### src/rtl/uart_rx_if.sv
// rtl/uart_rx_if.sv - serial input and received-byte outputs of uart_rx
interface uart_rx_if;
    logic       rx;
    logic [7:0] rx_data;
    logic       rx_done;
    logic       frame_err;
    logic       busy;

    modport master (
        input  rx,
        output rx_data,
        output rx_done,
        output frame_err,
        output busy
    );

    modport slave (
        output rx,
        input  rx_data,
        input  rx_done,
        input  frame_err,
        input  busy
    );
endinterface

### src/rtl/uart_rx.sv
// rtl/uart_rx.sv - 8N1 UART receiver with mid-bit sampling and framing-error detect
module uart_rx #(
    parameter int CLKS_PER_BIT = 868
) (
    input  logic      clk,
    input  logic      rst,
    uart_rx_if.master bus
);

    localparam logic [15:0] HALF_M1 = 16'(CLKS_PER_BIT / 2 - 1);
    localparam logic [15:0] FULL_M1 = 16'(CLKS_PER_BIT - 1);

    typedef enum logic [2:0] {
        IDLE      = 3'd0,
        START     = 3'd1,
        DATA      = 3'd2,
        STOP      = 3'd3,
        WAIT_IDLE = 3'd4
    } state_t;

    state_t      state, state_nxt;
    logic [15:0] cnt, cnt_nxt;
    logic [2:0]  bit_idx, idx_nxt;
    logic [7:0]  shift_reg, shift_nxt;
    logic [7:0]  data_reg, data_nxt;
    logic        done_reg, done_nxt;
    logic        ferr_reg, ferr_nxt;
    logic        rx_meta, rx_s;

    // Line is idle-high, so the synchronizer resets high to avoid a false start.
    always_ff @(posedge clk or posedge rst) begin
        if (rst) begin
            rx_meta <= 1'b1;
            rx_s    <= 1'b1;
        end else begin
            rx_meta <= bus.rx;
            rx_s    <= rx_meta;
        end
    end

    always_ff @(posedge clk or posedge rst) begin
        if (rst) begin
            state     <= IDLE;
            cnt       <= '0;
            bit_idx   <= '0;
            shift_reg <= '0;
            data_reg  <= '0;
            done_reg  <= 1'b0;
            ferr_reg  <= 1'b0;
        end else begin
            state     <= state_nxt;
            cnt       <= cnt_nxt;
            bit_idx   <= idx_nxt;
            shift_reg <= shift_nxt;
            data_reg  <= data_nxt;
            done_reg  <= done_nxt;
            ferr_reg  <= ferr_nxt;
        end
    end

    always_comb begin
        state_nxt = state;
        cnt_nxt   = cnt;
        idx_nxt   = bit_idx;
        shift_nxt = shift_reg;
        data_nxt  = data_reg;
        done_nxt  = 1'b0;
        ferr_nxt  = 1'b0;
        case (state)
            IDLE: begin
                cnt_nxt = '0;
                if (!rx_s) state_nxt = START;
            end
            START: begin
                if (cnt == HALF_M1) begin
                    cnt_nxt = '0;
                    if (!rx_s) begin
                        state_nxt = DATA;
                        idx_nxt   = '0;
                    end else begin
                        state_nxt = IDLE;
                    end
                end else begin
                    cnt_nxt = cnt + 16'd1;
                end
            end
            DATA: begin
                if (cnt == FULL_M1) begin
                    cnt_nxt            = '0;
                    shift_nxt[bit_idx] = rx_s;
                    idx_nxt            = bit_idx + 3'd1;
                    if (bit_idx == 3'd7) state_nxt = STOP;
                end else begin
                    cnt_nxt = cnt + 16'd1;
                end
            end
            STOP: begin
                if (cnt == FULL_M1) begin
                    cnt_nxt = '0;
                    if (rx_s) begin
                        data_nxt  = shift_reg;
                        done_nxt  = 1'b1;
                        state_nxt = IDLE;
                    end else begin
                        ferr_nxt  = 1'b1;
                        state_nxt = WAIT_IDLE;
                    end
                end else begin
                    cnt_nxt = cnt + 16'd1;
                end
            end
            WAIT_IDLE: begin
                cnt_nxt = '0;
                if (rx_s) state_nxt = IDLE;
            end
            default: begin
                cnt_nxt   = '0;
                state_nxt = IDLE;
            end
        endcase
    end

    assign bus.rx_data   = data_reg;
    assign bus.rx_done   = done_reg;
    assign bus.frame_err = ferr_reg;
    assign bus.busy      = (state != IDLE);

endmodule

### src/flat_wrapper.sv
// flat-port wrapper written by rule: the top's interface ports become plain ports
module uart_rx_flat 
#(
    parameter int CLKS_PER_BIT = 868
)
  (clk, rst, bus_rx, bus_rx_data, bus_rx_done, bus_frame_err, bus_busy);
  uart_rx_if bus_i ();
  input  logic clk;
  input  logic rst;
  input wire logic [$bits(bus_i.rx)-1:0] bus_rx;
  output wire logic [$bits(bus_i.rx_data)-1:0] bus_rx_data;
  output wire logic [$bits(bus_i.rx_done)-1:0] bus_rx_done;
  output wire logic [$bits(bus_i.frame_err)-1:0] bus_frame_err;
  output wire logic [$bits(bus_i.busy)-1:0] bus_busy;
  assign bus_i.rx = bus_rx;
  assign bus_rx_data = bus_i.rx_data;
  assign bus_rx_done = bus_i.rx_done;
  assign bus_frame_err = bus_i.frame_err;
  assign bus_busy = bus_i.busy;
  uart_rx #(.CLKS_PER_BIT(CLKS_PER_BIT)) u_core (.clk(clk), .rst(rst), .bus(bus_i));
endmodule
### config.mk
export PLATFORM = sky130hd
export DESIGN_NAME = uart_rx_flat
export DESIGN_NICKNAME = d
export VERILOG_FILES = /design/src/rtl/uart_rx_if.sv /design/src/rtl/uart_rx.sv /design/src/flat_wrapper.sv
export SDC_FILE = /design/constraint.sdc
export NUM_CORES = 1
export LEC_CHECK = 0
export ABC_AREA = 0
export ABC_CLOCK_PERIOD_IN_PS = 2180
export BUFFER_PORTS_ARGS = -buffer_cell sky130_fd_sc_hd__buf_4
export CORE_ASPECT_RATIO = 0.8
export CORE_UTILIZATION = 59
export DETAILED_ROUTE_END_ITERATION = 10
export PLACE_DENSITY = 0.74
export SLEW_MARGIN = 40
export SYNTH_ARGS = -nofsm -noshare
export SYNTH_HDL_FRONTEND = slang
export SYNTH_SLANG_ARGS = --single-unit
### constraint.sdc
create_clock -name clk -period 2.18 [get_ports clk]
set_input_delay 0.545 -clock clk [delete_from_list [all_inputs] [get_ports clk]]
set_output_delay 0.545 -clock clk [all_outputs]
set_load 0.01 [all_outputs]
==> results.rst <==
.. list-table::
   :header-rows: 1

   * - Metric
     - Value
   * - Largest net degree at the start of global routing
     - 43
   * - Actual transition at the worst max-transition pin
     - between 0.5 and 0.6 ns
   * - Worst r2r src
     - u_core.cnt[0]$_DFF_PP0_
   * - Data required, critical path
     - 2.35 ns
   * - Flip-flop count of the largest register, all copies and words added
     - 16
   * - Global-route wire length before repair
     - a little under 6000 µm
   * - Cell Chain, Critical Path
     - ha_1 > and4bb_2 > nand3_2 > nor4b_2 > nand3_1 > mux2_2
   * - Count of yosys warnings during synthesis
     - 0
   * - DP HPWL
     - 2520 µm
   * - Total power density per cell area
     - 590 nW/µm²
   * - DRC violation count after routing
     - 0
   * - Routed wire length per instance
     - 14.5 µm
   * - Setup repair after global routing missed its margin
     - yes
   * - IR Drop Worst-Case VDD
     - 626 µV
   * - Antenna Diode Count
     - 0
   * - Post-Route Hold Slack
     - between 0.3 and 0.4 ns
   * - Post-layout minimum cycle time
     - between 2 and 2.5 ns
   * - Netlist area before placement
     - slightly below 2000 µm²
   * - Count of flip-flops with a built-in enable after synthesis
     - 0
   * - Worst Skew
     - 0.00415 ns
   * - Routed wl met2
     - 1610 µm
   * - Data arrival, critical path
     - 2.21 ns
   * - Synth async-reset ratio
     - 100%
   * - Total length of routed wires
     - 3490 µm
   * - Setup violators final
     - 0
   * - Syn-to-layout area delta
     - 13.0%
   * - R2r endpoint
     - u_core.shift_reg[5]$_DFFE_PP0P_
   * - Synth Area per Inst
     - around 11 µm²
   * - Cell type group with the largest total delay on the critical path
     - simple AND/OR/NAND/NOR gates
   * - Clock root buffer master
     - clkbuf_8
   * - Critical path launch point type
     - flop
   * - Buf/Inv on CP
     - 0
   * - Num ports
     - 14
   * - Max-Cap Viols
     - 0
   * - Final max-slew violation count
     - 0
   * - Vias in the first global route
     - 1,263
   * - Design Area, Final
     - 2230 µm²
   * - Sum of routed wire segments on met1
     - 1720 µm
   * - Clock slew seen by the registers of the worst setup and hold paths
     - 0.08 ns
   * - Met3 Routed Length
     - between 100 and 150 µm
   * - Sequential share of the synthesized area
     - approximately 53%
   * - Count of input and output buffers
     - 13
   * - Cells after Synth
     - ~180
   * - Die Outline Area
     - around 3600 µm²
   * - Highest fanout seen on the critical path
     - 5
   * - Weighted congestion reported at the end of routability-driven placement
     - ~0.84
   * - Max Buffers Root-to-Sink
     - 2
   * - Setup_tns
     - 0 ns
   * - Horiz. Die Dim
     - 66.6 µm
   * - Total number of clock tree sinks
     - 42
   * - Distinct cell type count after synthesis
     - 37
   * - Worst slew slack as a fraction of its limit
     - 66.4%
   * - Hold crit path type
     - flop to flop
   * - DRC marker count from the first detailed-route iteration
     - roughly 90
   * - Status
     - finished, final reports clean
   * - Period utilisation layout
     - a little over nine tenths
   * - Top-area cell type share of the netlist area
     - 50.8%
   * - Routed Antenna Nets
     - 0
   * - Most numerous cell in the Yosys netlist
     - dfrtp_1
   * - Synthesized flop and latch total
     - 42
   * - Leading register cell type out of synthesis
     - dfrtp_1
   * - Number of levels in the clock H-tree
     - 2
   * - Number of buffers created by CTS
     - 5
   * - Clock latency at the later pin of the worst-skew pair
     - 0.29 ns
   * - Standard-cell rows
     - 18
   * - Total iterations of the first detailed-routing run
     - 4
   * - Endpoint class of the critical path
     - flop
   * - Die span in y
     - 53.7 µm
   * - Hold Path End
     - u_core.rx_s$_DFF_PP1_
   * - Post-synth net total
     - 186
   * - Initial standard-cell utilization of the core
     - 62.9%
   * - Origin of the worst min-delay path
     - u_core.rx_meta$_DFF_PP1_
   * - Leakage
     - 0.00110 µW
   * - Highest routed metal layer
     - met4
   * - Placed standard-cell area
     - 2130 µm²
   * - Reg2Reg Depth
     - 6
   * - Nets@finish
     - 206
   * - Overflow left after global routing
     - 0
   * - Critical path's largest stage delay
     - 0.45 ns
   * - R2R Setup Slk
     - approximately 0.14 ns
   * - Antenna violations before repair
     - 0
   * - CTS tree
     - built
   * - Placeable core region
     - 3130 µm²
   * - Gates resized, CTS repair
     - 0
   * - Vias per inst
     - 5.65
   * - Achievable Freq
     - 0.489 GHz
   * - Post-CTS Setup Bufs
     - 0
   * - Via total after detailed routing
     - around 1.4k
   * - Slowest cell on the critical path
     - nor4b_2
   * - Worst hold path stage count
     - 0
   * - Synth area leader
     - dfrtp_1
   * - Leading cell types by count after synthesis
     - 40 x dfrtp_1, 27 x nor2_1, 16 x nand3_1
   * - Fraction of layout cells with a size suffix above 1
     - 23.5%
   * - Hold violation count in the final report
     - 0
   * - Type of the setup path with the least slack
     - flop to flop
   * - Hold_buf cts
     - 0
   * - Largest cells by area after synthesis
     - dfrtp_1 51%, mux2_2 6.9%, nor2_1 5.1%, nand3_1 4.1%, xnor2_1 4.0%
   * - Combined global-route utilization of all metal layers
     - 22.7%
worst max path at each step:
stage                                                  to  slack [ns]  depth (start not counted)               startpoint
final                     u_core.shift_reg[5]$_DFFE_PP0P_        0.14                          6  u_core.cnt[0]$_DFF_PP0_
after global routing      u_core.shift_reg[0]$_DFFE_PP0P_       -0.02                          6  u_core.cnt[0]$_DFF_PP0_
after CTS                 u_core.shift_reg[3]$_DFFE_PP0P_        0.02                          6  u_core.cnt[0]$_DFF_PP0_
after detailed placement  u_core.shift_reg[7]$_DFFE_PP0P_        0.03                          6  u_core.cnt[0]$_DFF_PP0_
after global placement    u_core.shift_reg[7]$_DFFE_PP0P_        0.15                          6  u_core.cnt[0]$_DFF_PP0_
after floorplan           u_core.shift_reg[7]$_DFFE_PP0P_        0.25                          6  u_core.cnt[0]$_DFF_PP0_
stage by stage:
step | power [µW] | std cells | utilization (%) | setup slack [ns]
detailed placement | 825 | 231 | 68.0 | 0.0324
floorplan | 816 | 179 | - | 0.255
global route | 1360 | 240 | 71.1 | -0.0192
CTS | 1320 | 239 | 70.9 | 0.0228
finish | 1310 | 240 | 71.1 | 0.136
global placement | 824 | 231 | 68.0 | 0.153
kinds of logic (layout without fill, tap and decap cells):
| family | Yosys count | in the layout | synth area share [%] |
|---|---|---|---|
| XOR/XNOR | 15 | 15 | 6.67 |
| AND/OR/NAND/NOR | 82 | 82 | 23.0 |
| adder cells (fa/ha/maj) | 4 | 4 | 2.54 |
| buffers and inverters | 11 | 32 | 2.16 |
| AO/OA/AOI/OAI | 9 | 9 | 3.05 |
| multiplexers | 16 | 16 | 9.14 |
| flip-flops | 42 | 42 | 53.5 |
worst register-to-register path: stages, from the launching register on:
cell      delay, ns
dfrtp_1        0.42
ha_1           0.23
and4bb_2       0.25
nand3_2        0.15
nor4b_2        0.45
nand3_1        0.15
mux2_2         0.29
routing by layer:
layer	vias to the layer above	GRT usage [%]
met5	-	0
met4	0	6.38
met3	4	5.72
met2	26	34.8
met1	668	32.1
li1	658	-
cell type report:
type / instances / area (µm²)
well taps: 40 / 50.0
fillers: 237 / 903
flip-flops and latches: 42 / 1050
clock buffers: 7 / 86.3
multi-input cells: 126 / 875
clock inverters: 1 / 5.00
inverters: 6 / 22.5
repair buffers: 18 / 135
power breakdown:
part / internal [µW] / total (µW) / leakage, µW / switching [µW]
logic: 5.95 / 22.2 / 0.000486 / 16.3
registers: 782 / 786 / 0.000565 / 4.30
clock network: 255 / 506 / 0.0000482 / 250
cell usage in the layout (no fill, tap or decap), drive strengths merged, types with 2 or more instances in the layout:
cell    netlist  final
mux2         16     16
o21ai         2      2
nor2b         2      2
xnor2         9      9
nor2         27     27
inv           6      6
nor3b         2      2
nor3          3      3
dfstp         2      2
ha            4      4
nor4          5      5
nand2        13     13
dfrtp        40     40
buf           2     18
and4          2      2
and3          3      3
clkbuf        3      7
xor2          6      6
nand4         3      3
nand3        18     18
No activity file was read; power rests on OpenSTA's default activity.
